$ cat src/rtl/router_pkg.sv
// rtl/router_pkg.sv - shared flit layout and default router parameters
package router_pkg;
    localparam int NUM_PORTS_DEF = 4;
    localparam int NUM_VCS_DEF   = 2;
    localparam int BUF_DEPTH_DEF = 4;
    localparam int FLIT_W_DEF    = 32;
    localparam int ROUTE_W       = $clog2(NUM_PORTS_DEF);

    typedef struct packed {
        logic               head;
        logic               tail;
        logic [ROUTE_W-1:0] route;
        logic [FLIT_W_DEF-1:0] payload;
    } flit_t;

    localparam int FLIT_BITS = $bits(flit_t);
    localparam int HEAD_BIT  = FLIT_BITS - 1;
    localparam int TAIL_BIT  = FLIT_BITS - 2;

    typedef enum logic {
        VC_IDLE   = 1'b0,
        VC_ACTIVE = 1'b1
    } vc_state_t;
endpackage

$ cat src/rtl/arbiter_round_robin.sv
// rtl/arbiter_round_robin.sv - round-robin one-hot picker whose pointer moves only when a grant is used
module arbiter_round_robin #(
    parameter int NUM_REQS = 2
) (
    input  logic                clk,
    input  logic                reset,
    input  logic [NUM_REQS-1:0] req,
    input  logic                advance,
    output logic [NUM_REQS-1:0] grant
);
    localparam int IDX_W = (NUM_REQS > 1) ? $clog2(NUM_REQS) : 1;

    logic [IDX_W-1:0] ptr;
    logic [IDX_W-1:0] sel;
    logic [IDX_W-1:0] idx;
    logic             found;

    always_comb begin
        grant = '0;
        sel   = ptr;
        idx   = ptr;
        found = 1'b0;
        for (int k = 0; k < NUM_REQS; k++) begin
            idx = IDX_W'((int'(ptr) + k) % NUM_REQS);
            if (!found && req[idx]) begin
                found = 1'b1;
                sel   = idx;
            end
        end
        if (found) begin
            grant[sel] = 1'b1;
        end
    end

    always_ff @(posedge clk) begin
        if (reset) begin
            ptr <= '0;
        end else if (advance && found) begin
            ptr <= (int'(sel) == NUM_REQS - 1) ? '0 : sel + 1'b1;
        end
    end
endmodule

$ cat src/rtl/sa_requester.sv
// rtl/sa_requester.sv - per-input-port VC buffering and switch-allocation requester
module sa_requester
    import router_pkg::*;
#(
    parameter int NUM_PORTS = NUM_PORTS_DEF,
    parameter int NUM_VCS   = NUM_VCS_DEF,
    parameter int BUF_DEPTH = BUF_DEPTH_DEF,
    parameter int FLIT_W    = FLIT_W_DEF
) (
    input  logic                         clk,
    input  logic                         reset,
    input  logic                         in_valid,
    input  logic [$clog2(NUM_VCS)-1:0]   in_vc,
    input  flit_t                        in_flit,
    output logic [NUM_PORTS-1:0]         requests,
    input  logic [NUM_PORTS-1:0]         grants,
    output logic                         out_valid,
    output flit_t                        out_flit,
    output logic [$clog2(NUM_PORTS)-1:0] out_port,
    output logic                         credit_out_valid,
    output logic [$clog2(NUM_VCS)-1:0]   credit_out_vc,
    input  logic [NUM_PORTS-1:0]         credit_in,
    output logic                         overflow_err
);
    localparam int VC_W   = $clog2(NUM_VCS);
    localparam int PORT_W = $clog2(NUM_PORTS);
    localparam int PTR_W  = (BUF_DEPTH > 1) ? $clog2(BUF_DEPTH) : 1;
    localparam int CNT_W  = $clog2(BUF_DEPTH + 1);

    // flit_t is fixed by the package, so the payload and route widths must agree with it
    if (FLIT_W != FLIT_W_DEF || PORT_W > ROUTE_W) begin : g_cfg_check
        $error("sa_requester: FLIT_W/NUM_PORTS do not match router_pkg flit_t");
    end

    flit_t            mem        [NUM_VCS][BUF_DEPTH];
    logic [PTR_W-1:0] rd_ptr     [NUM_VCS];
    logic [PTR_W-1:0] wr_ptr     [NUM_VCS];
    logic [CNT_W-1:0] count      [NUM_VCS];
    vc_state_t        state      [NUM_VCS];
    vc_state_t        state_next [NUM_VCS];
    logic [PORT_W-1:0] vc_port   [NUM_VCS];
    logic [CNT_W-1:0] credit     [NUM_PORTS];

    logic [NUM_VCS-1:0] port_req [NUM_PORTS];
    logic [NUM_VCS-1:0] port_gnt [NUM_PORTS];
    logic [NUM_PORTS-1:0] port_adv;
    logic [NUM_VCS-1:0] wr;
    logic [NUM_VCS-1:0] deq;
    logic [NUM_VCS-1:0] front_head;
    logic [PORT_W-1:0]  front_route [NUM_VCS];
    logic [PORT_W-1:0]  gport;
    logic               grant_ok;
    logic [VC_W-1:0]    deq_vc;
    flit_t              deq_flit;
    logic               overflow_hit;

    function automatic logic [PTR_W-1:0] ptr_inc(input logic [PTR_W-1:0] ptr);
        return (int'(ptr) == BUF_DEPTH - 1) ? '0 : ptr + 1'b1;
    endfunction

    always_comb begin
        for (int p = 0; p < NUM_PORTS; p++) begin
            port_req[p] = '0;
            for (int v = 0; v < NUM_VCS; v++) begin
                port_req[p][v] = (state[v] == VC_ACTIVE) && (count[v] != '0) &&
                                 (vc_port[v] == PORT_W'(p));
            end
            requests[p] = (|port_req[p]) && (credit[p] != '0);
        end
    end

    for (genvar p = 0; p < NUM_PORTS; p++) begin : g_arb
        arbiter_round_robin #(.NUM_REQS(NUM_VCS)) u_arb (
            .clk     (clk),
            .reset   (reset),
            .req     (port_req[p]),
            .advance (port_adv[p]),
            .grant   (port_gnt[p])
        );
    end

    // Only the lowest asserted grant bit counts, and only if that port is actually requested
    always_comb begin
        gport = '0;
        for (int p = NUM_PORTS - 1; p >= 0; p--) begin
            if (grants[p]) begin
                gport = PORT_W'(p);
            end
        end
        grant_ok = (|grants) && requests[gport];
        port_adv = '0;
        deq      = '0;
        if (grant_ok) begin
            port_adv[gport] = 1'b1;
            deq             = port_gnt[gport];
        end
        deq_vc = '0;
        for (int v = 0; v < NUM_VCS; v++) begin
            if (deq[v]) begin
                deq_vc = VC_W'(v);
            end
        end
        deq_flit = mem[deq_vc][rd_ptr[deq_vc]];
    end

    // An empty idle VC looks at the flit being written so a head can request next cycle
    always_comb begin
        overflow_hit = 1'b0;
        for (int v = 0; v < NUM_VCS; v++) begin
            wr[v] = in_valid && (in_vc == VC_W'(v)) &&
                    ((count[v] != CNT_W'(BUF_DEPTH)) || deq[v]);
            if (in_valid && (in_vc == VC_W'(v)) && !wr[v]) begin
                overflow_hit = 1'b1;
            end
            if (count[v] == '0) begin
                front_head[v]  = wr[v] && in_flit[HEAD_BIT];
                front_route[v] = PORT_W'(in_flit.route);
            end else begin
                front_head[v]  = mem[v][rd_ptr[v]][HEAD_BIT];
                front_route[v] = PORT_W'(mem[v][rd_ptr[v]].route);
            end
        end
    end

    always_comb begin
        for (int v = 0; v < NUM_VCS; v++) begin
            state_next[v] = state[v];
            case (state[v])
                VC_IDLE:   if (front_head[v]) state_next[v] = VC_ACTIVE;
                VC_ACTIVE: if (deq[v] && deq_flit[TAIL_BIT]) state_next[v] = VC_IDLE;
                default:   state_next[v] = VC_IDLE;
            endcase
        end
    end

    always_ff @(posedge clk) begin
        for (int v = 0; v < NUM_VCS; v++) begin
            state[v] <= reset ? VC_IDLE : state_next[v];
        end
    end

    always_ff @(posedge clk) begin
        for (int v = 0; v < NUM_VCS; v++) begin
            if (wr[v]) begin
                mem[v][wr_ptr[v]] <= in_flit;
            end
        end
    end

    always_ff @(posedge clk) begin
        if (reset) begin
            for (int v = 0; v < NUM_VCS; v++) begin
                rd_ptr[v]  <= '0;
                wr_ptr[v]  <= '0;
                count[v]   <= '0;
                vc_port[v] <= '0;
            end
        end else begin
            for (int v = 0; v < NUM_VCS; v++) begin
                if (state[v] == VC_IDLE && front_head[v]) begin
                    vc_port[v] <= front_route[v];
                end
                if (wr[v]) begin
                    wr_ptr[v] <= ptr_inc(wr_ptr[v]);
                end
                if (deq[v]) begin
                    rd_ptr[v] <= ptr_inc(rd_ptr[v]);
                end
                if (wr[v] && !deq[v]) begin
                    count[v] <= count[v] + 1'b1;
                end else if (!wr[v] && deq[v]) begin
                    count[v] <= count[v] - 1'b1;
                end
            end
        end
    end

    always_ff @(posedge clk) begin
        if (reset) begin
            out_valid        <= 1'b0;
            out_flit         <= '0;
            out_port         <= '0;
            credit_out_valid <= 1'b0;
            credit_out_vc    <= '0;
            overflow_err     <= 1'b0;
            for (int p = 0; p < NUM_PORTS; p++) begin
                credit[p] <= CNT_W'(BUF_DEPTH);
            end
        end else begin
            out_valid        <= grant_ok;
            credit_out_valid <= grant_ok;
            if (grant_ok) begin
                out_flit      <= deq_flit;
                out_port      <= gport;
                credit_out_vc <= deq_vc;
            end
            if (overflow_hit) begin
                overflow_err <= 1'b1;
            end
            for (int p = 0; p < NUM_PORTS; p++) begin
                if (credit_in[p] && !port_adv[p]) begin
                    if (credit[p] != CNT_W'(BUF_DEPTH)) credit[p] <= credit[p] + 1'b1;
                end else if (port_adv[p] && !credit_in[p]) begin
                    if (credit[p] != '0) credit[p] <= credit[p] - 1'b1;
                end
            end
        end
    end
endmodule

$ cat config.mk
export PLATFORM = sky130hd
export DESIGN_NAME = sa_requester
export DESIGN_NICKNAME = d
export VERILOG_FILES = /design/src/rtl/router_pkg.sv /design/src/rtl/arbiter_round_robin.sv /design/src/rtl/sa_requester.sv
export SDC_FILE = /design/constraint.sdc
export NUM_CORES = 1
export LEC_CHECK = 0
export ABC_AREA = 1
export CORE_MARGIN = 1
export CORE_UTILIZATION = 50
export CTS_BUF_LIST = sky130_fd_sc_hd__clkbuf_4 sky130_fd_sc_hd__clkbuf_8 sky130_fd_sc_hd__clkbuf_16
export DETAILED_ROUTE_END_ITERATION = 7
export GPL_ROUTABILITY_DRIVEN = 0
export GPL_TIMING_DRIVEN = 0
export PLACE_DENSITY = 0.68
export REMOVE_ABC_BUFFERS = 1
export SLEW_MARGIN = 20
export SYNTH_ARGS = -nofsm -noshare
export SYNTH_HDL_FRONTEND = slang
export SYNTH_SLANG_ARGS = --single-unit
$ cat constraint.sdc
create_clock -name clk -period 7.7 [get_ports clk]
set_clock_uncertainty 0.05 [all_clocks]
set_input_delay 1.155 -clock clk [delete_from_list [all_inputs] [get_ports clk]]
set_output_delay 1.155 -clock clk [all_outputs]
set_load 0.02 [all_outputs]
======== After elaboration in Yosys (flattened, before gate mapping) ========
Memory sizes are Yosys's and may differ from the RTL's.
Cells that the tools add are included.
word-level totals
  bits in registers ....................... 45
  logic and storage cells ................. 381
  memories ................................ 7
  bits of input ports ..................... 48
  RAM bits ................................ 320
  output and inout bits ................... 46
operators by class
  mux-type cells .......................... 181
  bitwise logic cells ..................... 27
  equality and inequality tests ........... 16
  order comparisons ....................... 26
  reduce and logical (&&, ||, !) cells .... 88
  add/subtract/negate cells ............... 24
memories
  memory           words  bits a word  rd ports  clocked after Yosys merged registers in  wr ports  RTL line            RTL
  mem              2      144          3         0                                        1         sa_requester.sv:35  flit_t mem [NUM_VCS][BUF_DEPTH];
  credit           4      3            4         0                                        4         sa_requester.sv:42  logic [CNT_W-1:0] credit [NUM_PORTS];
  count            2      3            2         0                                        2         sa_requester.sv:38  logic [CNT_W-1:0] count [NUM_VCS];
  rd_ptr           2      2            3         0                                        2         sa_requester.sv:36  logic [PTR_W-1:0] rd_ptr [NUM_VCS];
  vc_port          2      2            2         0                                        2         sa_requester.sv:41  logic [PORT_W-1:0] vc_port [NUM_VCS];
  wr_ptr           2      2            2         0                                        2         sa_requester.sv:37  logic [PTR_W-1:0] wr_ptr [NUM_VCS];
  1 more memories  --     --           --        --                                       --        --
operator list
  operator                                                                      number
  144-bit two-way mux                                                           4
  36-bit two-way mux                                                            8
  36-bit binary-select mux with 2-bit select                                    3
  36-bit demux with 2-bit select                                                2
  144-bit OR reduction                                                          1
  1-bit two-way mux                                                             119
  1-bit logical AND                                                             54
  2-bit two-way mux                                                             23
  3-bit two-way mux                                                             12
  1-bit by 2-bit less-than comparator with 1-bit output, second input constant  12
  3-bit by 1-bit adder with 3-bit output, second input constant                 6
  3-bit >= comparator, second input constant                                    6
  3-bit != test, second input constant                                          6
  2-bit inverter with 3-bit output                                              6
  1-bit bitwise OR                                                              18
  3-bit nonzero test                                                            6
  3-bit by 1-bit subtractor with 3-bit output, second input constant            6
  1-bit logical NOT                                                             16
  2-bit by 1-bit equality test with 1-bit output, second input constant         6
  1-bit adder, second input constant                                            8
  2-bit by 1-bit adder with 2-bit output, second input constant                 4
  2-bit equality test, second input constant                                    4
  2-bit OR reduction                                                            4
  3-bit logical NOT                                                             2
  14 further kinds                                                              26

======== Longest topological paths before layout ========
Gate-level depths: netlist of the first run.
An unclocked memory read counts as a cell.
  depth in word-level cells ............... 28
  gate-level depth with buffers ........... 21
  mapped depth without buffers ............ 19

======== Hierarchy ========
A second synthesis of the first run with hierarchy kept.
second synthesis, totals
  cells, all modules ...................... 1499
  area total of the unflattened synthesis .. 15733.8 sq um
modules (own cells, without submodules)
  module               instances  area each (sq um)  sequential area each (sq um)  cells each
  sa_requester         1          15493.6            10410.0                       1467
  arbiter_round_robin  4          60.1               20.0                          8

======== Worst setup path after synthesis of the first run ========
Ideal clock, no wire load.
  kind .................................... input port to flip-flop
  from .................................... input grants[0]
  to ...................................... memory mem[1][0] (netlist bit) (enable)
  setup slack ............................. 3.230 ns
  data arrival time ....................... 3.991 ns
  cell stages on the path ................. 13
  library setup time ...................... 0.429 ns
  buffers on the path ..................... 2
  cells stage by stage .................... inv_1 > nand2_1 > nor2_1 > nor2_1 > nand3_1 > nand2_2 > nor2_4 > nand3_4 > buf_4 > buf_6 > nand3_2 > nand2_2 > nor2_1
between the ends
  longest elaborated chain between the ends .. 12
  elaborated cells between the ends (all ways) .. 21
  classes of those cells .................. mux (13); bitwise (1); reduce/logical (7)
RTL lines
  item                                                                              RTL line             RTL
  from (decl)                                                                       sa_requester.sv:16   input logic [NUM_PORTS-1:0] grants,
  2-bit two-way mux                                                                 sa_requester.sv:86   if (grants[p]) begin
  2-bit inverter with 3-bit output (implied by the code)                            sa_requester.sv:95   deq = port_gnt[gport];
  2-bit binary-select mux with 2-bit select                                         sa_requester.sv:95
  2-bit two-way mux (implied by the code) (2 in series)                             sa_requester.sv:95
  2-bit two-way mux (*)                                                             sa_requester.sv:93   if (grant_ok) begin
  1-bit logical OR                                                                  sa_requester.sv:111  ((count[v] != CNT_W'(BUF_DEPTH)) || deq[v]);
  1-bit logical AND                                                                 sa_requester.sv:110  wr[v] = in_valid && (in_vc == VC_W'(v)) &&
  1-bit two-way mux                                                                 sa_requester.sv:144  if (wr[v]) begin
  144-bit two-way mux (implied by the code)                                         sa_requester.sv:145  mem[v][wr_ptr[v]] <= in_flit;
  144-bit OR reduction (no source line)                                             --
  1-bit two-way mux (no source line) / 144-bit two-way mux (equally long branches)  --
  to (decl)                                                                         sa_requester.sv:35
Mark *: on every way between the ends. The rest lies on a longest branch, timed or not. The select of a mux whose other input is x is not followed.

==> results of run 1 <==
[where the power goes]
part / leakage, nW / switching, mW / internal, mW
Sequential: 3.30 / 0.0529 / 2.26
Combinational: 3.18 / 0.528 / 0.291
Clock: 0.628 / 0.748 / 1.04
[area by class of cell]
class	count	area [um^2]	share of cell area
multi-input cells	936	4460	0.241
flip-flops and latches	365	10500	0.567
clock inverters	12	101	0.00548
inverters	117	452	0.0244
diodes	2	5.00	0.000271
repair buffers	113	1350	0.0729
well taps	396	495	0.0268
clock buffers	60	1150	0.0620
[worst min-delay path, stage by stage (launching register included)]
cell	delay (ps)
sky130_fd_sc_hd__dfxtp_1	310
sky130_fd_sc_hd__nand2_1	60
sky130_fd_sc_hd__a21oi_1	50
[worst paths after layout]
path / startpoint / endpoint / cells past startpoint
worst max-delay path: grants[0] / state[0][0]$_SDFF_PP0_ / 19
worst min-delay path: g_arb[2].u_arb.ptr$_SDFFE_PP0P_ / g_arb[2].u_arb.ptr$_SDFFE_PP0P_ / 2
worst max register to register: count[0][0]$_SDFFCE_PN0P_ / state[0][0]$_SDFF_PP0_ / 19
worst min register to register: g_arb[2].u_arb.ptr$_SDFFE_PP0P_ / g_arb[2].u_arb.ptr$_SDFFE_PP0P_ / 2
[synthesized netlist by cell type, types with 6 or more instances]
library cell / n / area, um^2
sky130_fd_sc_hd__nand2_1: 413 / 1550
sky130_fd_sc_hd__edfxtp_1: 318 / 9550
sky130_fd_sc_hd__nand3_1: 269 / 1350
sky130_fd_sc_hd__nor2_1: 121 / 454
sky130_fd_sc_hd__inv_1: 112 / 420
sky130_fd_sc_hd__dfxtp_1: 47 / 941
sky130_fd_sc_hd__buf_2: 31 / 155
sky130_fd_sc_hd__o21ai_0: 21 / 105
sky130_fd_sc_hd__buf_6: 20 / 225
sky130_fd_sc_hd__ha_1: 16 / 200
sky130_fd_sc_hd__a21oi_1: 15 / 75.1
sky130_fd_sc_hd__clkbuf_1: 13 / 48.8
sky130_fd_sc_hd__nand4_1: 12 / 75.1
sky130_fd_sc_hd__nor3_1: 7 / 35.0
sky130_fd_sc_hd__buf_4: 6 / 45.0
sky130_fd_sc_hd__nand2_2: 6 / 37.5
[registers in the layout, summed over array words and instances, names as in the netlist]
register / flops
count: 6
wr_ptr: 4
out_flit: 36
overflow_err: 1
g_arb.u_arb.ptr: 4
out_port: 2
credit_out_valid: 1
vc_port: 4
credit_out_vc: 1
rd_ptr: 4
mem: 288
credit: 12
state: 2
[through the flow]
stage,TNS (ps),total power [mW],setup slack [ps],hold slack (ps)
floorplan,0,2.83,1450,388
global placement,-318290,3.13,-3240,405
detailed placement,0,3.18,1300,410
CTS,0,4.96,1840,419
global route,0,5.13,1480,442
finish,0,4.92,1830,420
[cell families after synthesis]
kind of cell | count (synthesis) | share of synthesized area
xor gates and xnor gates | 9 | 0.00499
buffers and inverters | 191 | 0.0588
DFF | 365 | 0.664
AOI/OAI and AO/OA | 55 | 0.0199
and+or+nand+nor | 849 | 0.233
adders and majority gates | 20 | 0.0177
muxes | 3 | 0.00198
[per-layer routing]
metal | wire [um] | share of wire | vias up
li1 | - | - | 5210
met1 | 14300 | 0.41 | 5071
met2 | 17500 | 0.50 | 318
met3 | 2150 | 0.062 | 74
met4 | 781 | 0.022 | 4
met5 | 30 | 0.00086 | -
==> impl_metrics.toml, run 1 <==
[cts]
tritoncts_sinks = 365
numCtsBuffers = 39
worst_skew_pair.late_latency_ps = 540
max-clock-path-buffers = 3
cts_tree = "done"
cts.repair_timing.setup_buffer_count = 0
clkTransAtPathRegs_ps = 60
h-tree-depth = 2
clk_root_buffer_cell = "sky130_fd_sc_hd__clkbuf_16"
cts_resized = 0
number_of_hold_buffers_added_after_cts = 0

[worst_setup_path]
critPathCaptureType = "flip-flop"
worstSetupPathType = "primary input to flip-flop"
reg2reg_slack_ps = 2390
critical_path.n_buffers_inverters = 7
critical-path-slowest-cell = "sky130_fd_sc_hd__o21ai_4"
critPathMaxStageDelay_ps = 880
timing.critical_path.fanout_max = 147
arrival_time_of_data_at_the_critical_path_endpoint_ps = 6210
cpLargestDelayFamily = "buffers and inverters"
timing.critical_path.cells = "clkdlybuf4s50_1 -> inv_1 -> nand2_1 -> nor2_1 -> nor2_1 -> nand3_1 -> nand2_2 -> nor2_4 -> nand3_4 -> buf_12 -> clkinv_8 -> o21ai_4 -> buf_8 -> buf_8 -> inv_2 -> nand2_1 -> nand2_1 -> o21ai_1 -> o21ai_0"
worst_path_most_repeated_cell = "sky130_fd_sc_hd__nand2_1"
critPathLaunchType = "primary input"
critical_path_required_ps = 8030

[power]
vdd.ir_drop.worst_mv = 0.190
powerDensity_nw_per_um2 = 266
power.static_leakage_nw = 7.12

[logic_synthesis]
synth_flop_cell = "sky130_fd_sc_hd__edfxtp_1"
synth_enable_flop_cells = 318
synth_seq_cells = 365
synth-warning-count = 0
synthCells = 1492
syn_area_per_cell_um2 = 10.6
seq_area_frac_synth = 0.664
synth.distinct_cells = 41
netlist_area_um2 = 15800
synth_async_sr_flop_share = 0

[finish]
final_nets = 1640
stdcell_area_um2 = 18500
final_cell_mix = "sky130_fd_sc_hd__nand2_1, sky130_fd_sc_hd__edfxtp_1, sky130_fd_sc_hd__nand3_1"
final_common_cell = "sky130_fd_sc_hd__nand2_1"
final-instance-count-excl-fill = 2001
layout-drive-gt1-share = 0.0792
syn_to_final_growth_pct = 17.1
post-route-util = 0.600
nFillCells = 2464

[global_routing]
grtUsageMet1 = 0.270
groute.layer.met2.usage = 0.384
top_usage_layer = "met2"
grt_first_pass_wirelength_um = 54900
gr-total-overflow = 0
grt_start_max_net_pins = 148
first_global_vias = 10400
globalRouteTotalUtil = 0.216
globalRouteMet3Util = 0.0330
number_of_antenna_violations_at_the_first_check_in_global_routing = 4

[timing]
fin_crit_sh = 0.763
rsz_0062_raised_after_global_routing = "no"
maxSlewHeadroom = 0.410
hold_viol = 0
final-max-slew-violation-count = 0
fmax_mhz = 170
worst_pin_slew_ps = 884
min_period_ps = 5870
setup_viol_count_final = 0

[placed_design]
place_inst = 1927
buffer_ports.inserted = 93
post-dp-hpwl_um = 20300
postPlaceCellArea_um2 = 17200

[drt]
post-route-drc-count = 12
drt-pass1-iter-count = 7
drt.antenna.violating_nets = 0
routed-via-count = 10700
wl_per_cell_um = 17.4
via_per_inst = 5.34
detail_route.wirelength_um = 34800
starting_drt_drc_count = 730

[floorplanning]
chipWidth_um = 180
fp.dieH_um = 180
io_pins = 94
die_area_um2 = 32300
placementRows = 64
core_um2 = 30800
start_util = 0.513

[status]
violated_checks = "design-rule violations"
status = "complete, but fails checks"

[hold_path]
hold_class = "flip-flop to flip-flop"

[run]
drv_cap = 0
(Power assumes the default switching activity.)
==> run 2, diff against run 1 <==
==> constraint.sdc (replaced) <==
create_clock -name clk -period 5.5 [get_ports clk]
set_clock_uncertainty 0.05 [all_clocks]
set_input_delay 0.825 -clock clk [delete_from_list [all_inputs] [get_ports clk]]
set_output_delay 0.825 -clock clk [all_outputs]
set_load 0.02 [all_outputs]
==> run 2 against run 1 <==
The flow still finishes with violations (design-rule violations); non-clock buffer count rose by 1; wire length rose by 1.9%; utilization rose by 0.089 points; worst setup slack got worse by 1400 ps; final area rose by 0.15%; clock-buffer cell count did not move; critical path depth rose by 1; largest cell class unchanged.
==> impl_metrics.toml, run 2 (synthesis gave the netlist of run 1 again) <==
[worst_setup_path]
startpoint = "grants[0]"
regToRegStartpoint = "count[0][2]$_SDFFCE_PN0P_"
worst_path_most_repeated_cell = "sky130_fd_sc_hd__nand2_1"
critPathCaptureType = "flip-flop"
critical_path_required_ps = 5830
critPathLaunchType = "primary input"
critical-path-slowest-cell = "sky130_fd_sc_hd__nor2_1"
cp-endpoint = "state[0][0]$_SDFF_PP0_"
rr_endpoint = "state[0][0]$_SDFF_PP0_"
timing.critical_path.cells = "clkdlybuf4s50_1 -> inv_1 -> nand2_1 -> nor2_1 -> nor2_1 -> nand2_1 -> nand2_1 -> nor2_1 -> nand3_4 -> buf_12 -> clkinv_8 -> nand2_1 -> o21ai_4 -> buf_8 -> buf_8 -> inv_2 -> nand2_1 -> nand2_1 -> o21ai_1 -> o21ai_0"
timing.critical_path.fanout_max = 147
arrival_time_of_data_at_the_critical_path_endpoint_ps = 5370
reg2reg_slack_ps = 570
critPathMaxStageDelay_ps = 540
worst-r2r-cell-count = 20
worstSetupPathType = "primary input to flip-flop"

[placed_design]
place_inst = 1927
post-dp-hpwl_um = 20300
postPlaceCellArea_um2 = 17200
buffer_ports.inserted = 93
post-place-ws_ps = -574

[floorplanning]
placementRows = 64
core_um2 = 30800
io_pins = 94
chipWidth_um = 180
start_util = 0.513
die_area_um2 = 32300
fp.dieH_um = 180

[finish]
syn_to_final_growth_pct = 17.3
largest_reg_flops = 288
final_common_cell = "sky130_fd_sc_hd__nand2_1"
layout-drive-gt1-share = 0.0809
final-instance-count-excl-fill = 2004
stdcell_area_um2 = 18500
final_cell_mix = "sky130_fd_sc_hd__nand2_1, sky130_fd_sc_hd__edfxtp_1, sky130_fd_sc_hd__nand3_1"
final_nets = 1643

[timing]
min_period_ps = 5040
fin_crit_sh = 0.916
setup_viol_count_final = 0
rsz_0062_raised_after_global_routing = "no"
fmax_mhz = 199
final_critical_path_setup_slack_ps = 463
hold_viol = 0
hold_ws_ps = 420
worst_pin_slew_ps = 897
maxSlewHeadroom = 0.401
final-max-slew-violation-count = 0

[power]
fraction_of_power_spent_switching_nets = 0.272
powerDensity_nw_per_um2 = 373
p_int_mw = 5.03
p_sw_mw = 1.88
fin_total_pwr_mw = 6.91
power.static_leakage_nw = 7.12
seq_power_share = 0.469
clock_power_share = 0.363
vdd.ir_drop.worst_mv = 0.267
power.combinational.fraction = 0.168

[cts]
h-tree-depth = 2
clkTransAtPathRegs_ps = 60
cts_tree = "done"
cts_resized = 0
tritoncts_sinks = 365
worst_skew_pair.late_latency_ps = 540
clk_root_buffer_cell = "sky130_fd_sc_hd__clkbuf_16"
numCtsBuffers = 39
max-clock-path-buffers = 3

[drt]
wl_per_cell_um = 17.7
post-route-drc-count = 12
detail_route.wirelength_um = 35400
via_per_inst = 5.35
maxUsedRoutingLayer = "met5"
starting_drt_drc_count = 812
wirelength_met1_um = 14700
routed-via-count = 10700
drt.antenna.violating_nets = 0
routed-wl-met3_um = 2020
drt-pass1-iter-count = 7
detailroute.wirelength.met2_um = 17800

[global_routing]
grt_first_pass_wirelength_um = 54900
number_of_antenna_violations_at_the_first_check_in_global_routing = 4
gr-total-overflow = 0
globalRouteTotalUtil = 0.216
first_global_vias = 10400
grt_start_max_net_pins = 148

[run]
drv_cap = 0

[status]
violated_checks = "design-rule violations"
status = "complete, but fails checks"

[hold_path]
hold_class = "flip-flop to flip-flop"
[run 2: cell types whose count changed in the layout (fill, tap and decap cells not counted), sizes merged]
| cell | previous run | this run |
|---|---|---|
| buf | 21 | 22 |
| nand3 | 271 | 273 |
[run 2: area by class of cell]
type,instances,area (um^2)
fill,2460,12300
sequential,365,10500
multi-input combinational,938,4480
timing repair buffer,114,1360
clock buffer,60,1150
tap,396,495
inverter,117,452
clock inverter,12,101
antenna,2,5.00
[run 2: worst min path at each step]
stage	cells past startpoint	endpoint	slack, ps	startpoint
after floorplan	2	g_arb[2].u_arb.ptr$_SDFFE_PP0P_	390	g_arb[2].u_arb.ptr$_SDFFE_PP0P_
after global placement	2	g_arb[2].u_arb.ptr$_SDFFE_PP0P_	410	g_arb[2].u_arb.ptr$_SDFFE_PP0P_
after detailed placement	2	g_arb[2].u_arb.ptr$_SDFFE_PP0P_	410	g_arb[2].u_arb.ptr$_SDFFE_PP0P_
after CTS	2	g_arb[2].u_arb.ptr$_SDFFE_PP0P_	420	g_arb[2].u_arb.ptr$_SDFFE_PP0P_
after global routing	2	g_arb[2].u_arb.ptr$_SDFFE_PP0P_	440	g_arb[2].u_arb.ptr$_SDFFE_PP0P_
final	2	g_arb[0].u_arb.ptr$_SDFFE_PP0P_	420	g_arb[0].u_arb.ptr$_SDFFE_PP0P_
[run 2: power groups by stage]
stage	registers [mW]	clock network [mW]	logic (mW)
floorplan	3.35	0	0.614
global placement	3.30	0	1.09
detailed placement	3.30	0	1.15
CTS	3.24	2.54	1.16
global route	3.26	2.66	1.28
finish	3.24	2.51	1.16
[run 2: timing repair]
action	CTS	global route
pin swaps	1	1
buffers inserted	1	0
gates cloned	0	2
setup endpoints to repair	1	2
hold buffers	0	0
[run 2: routing by layer]
metal	vias up	global-route usage
met3	80	0.0334
met4	4	0.0707
met1	5102	0.270
met5	-	0
li1	5223	-
met2	314	0.384
[run 2: through the flow]
stage                util  setup TNS [ps]
floorplan               -          -12420
global placement    0.543         -939200
detailed placement  0.559          -14380
CTS                 0.600               0
global route        0.601               0
finish              0.601               0
[run 2: critical path: cells and delay by family]
family	cells	cell delay, ps
compound gates	3	340
buf+inv	7	2050
simple gates	10	2040
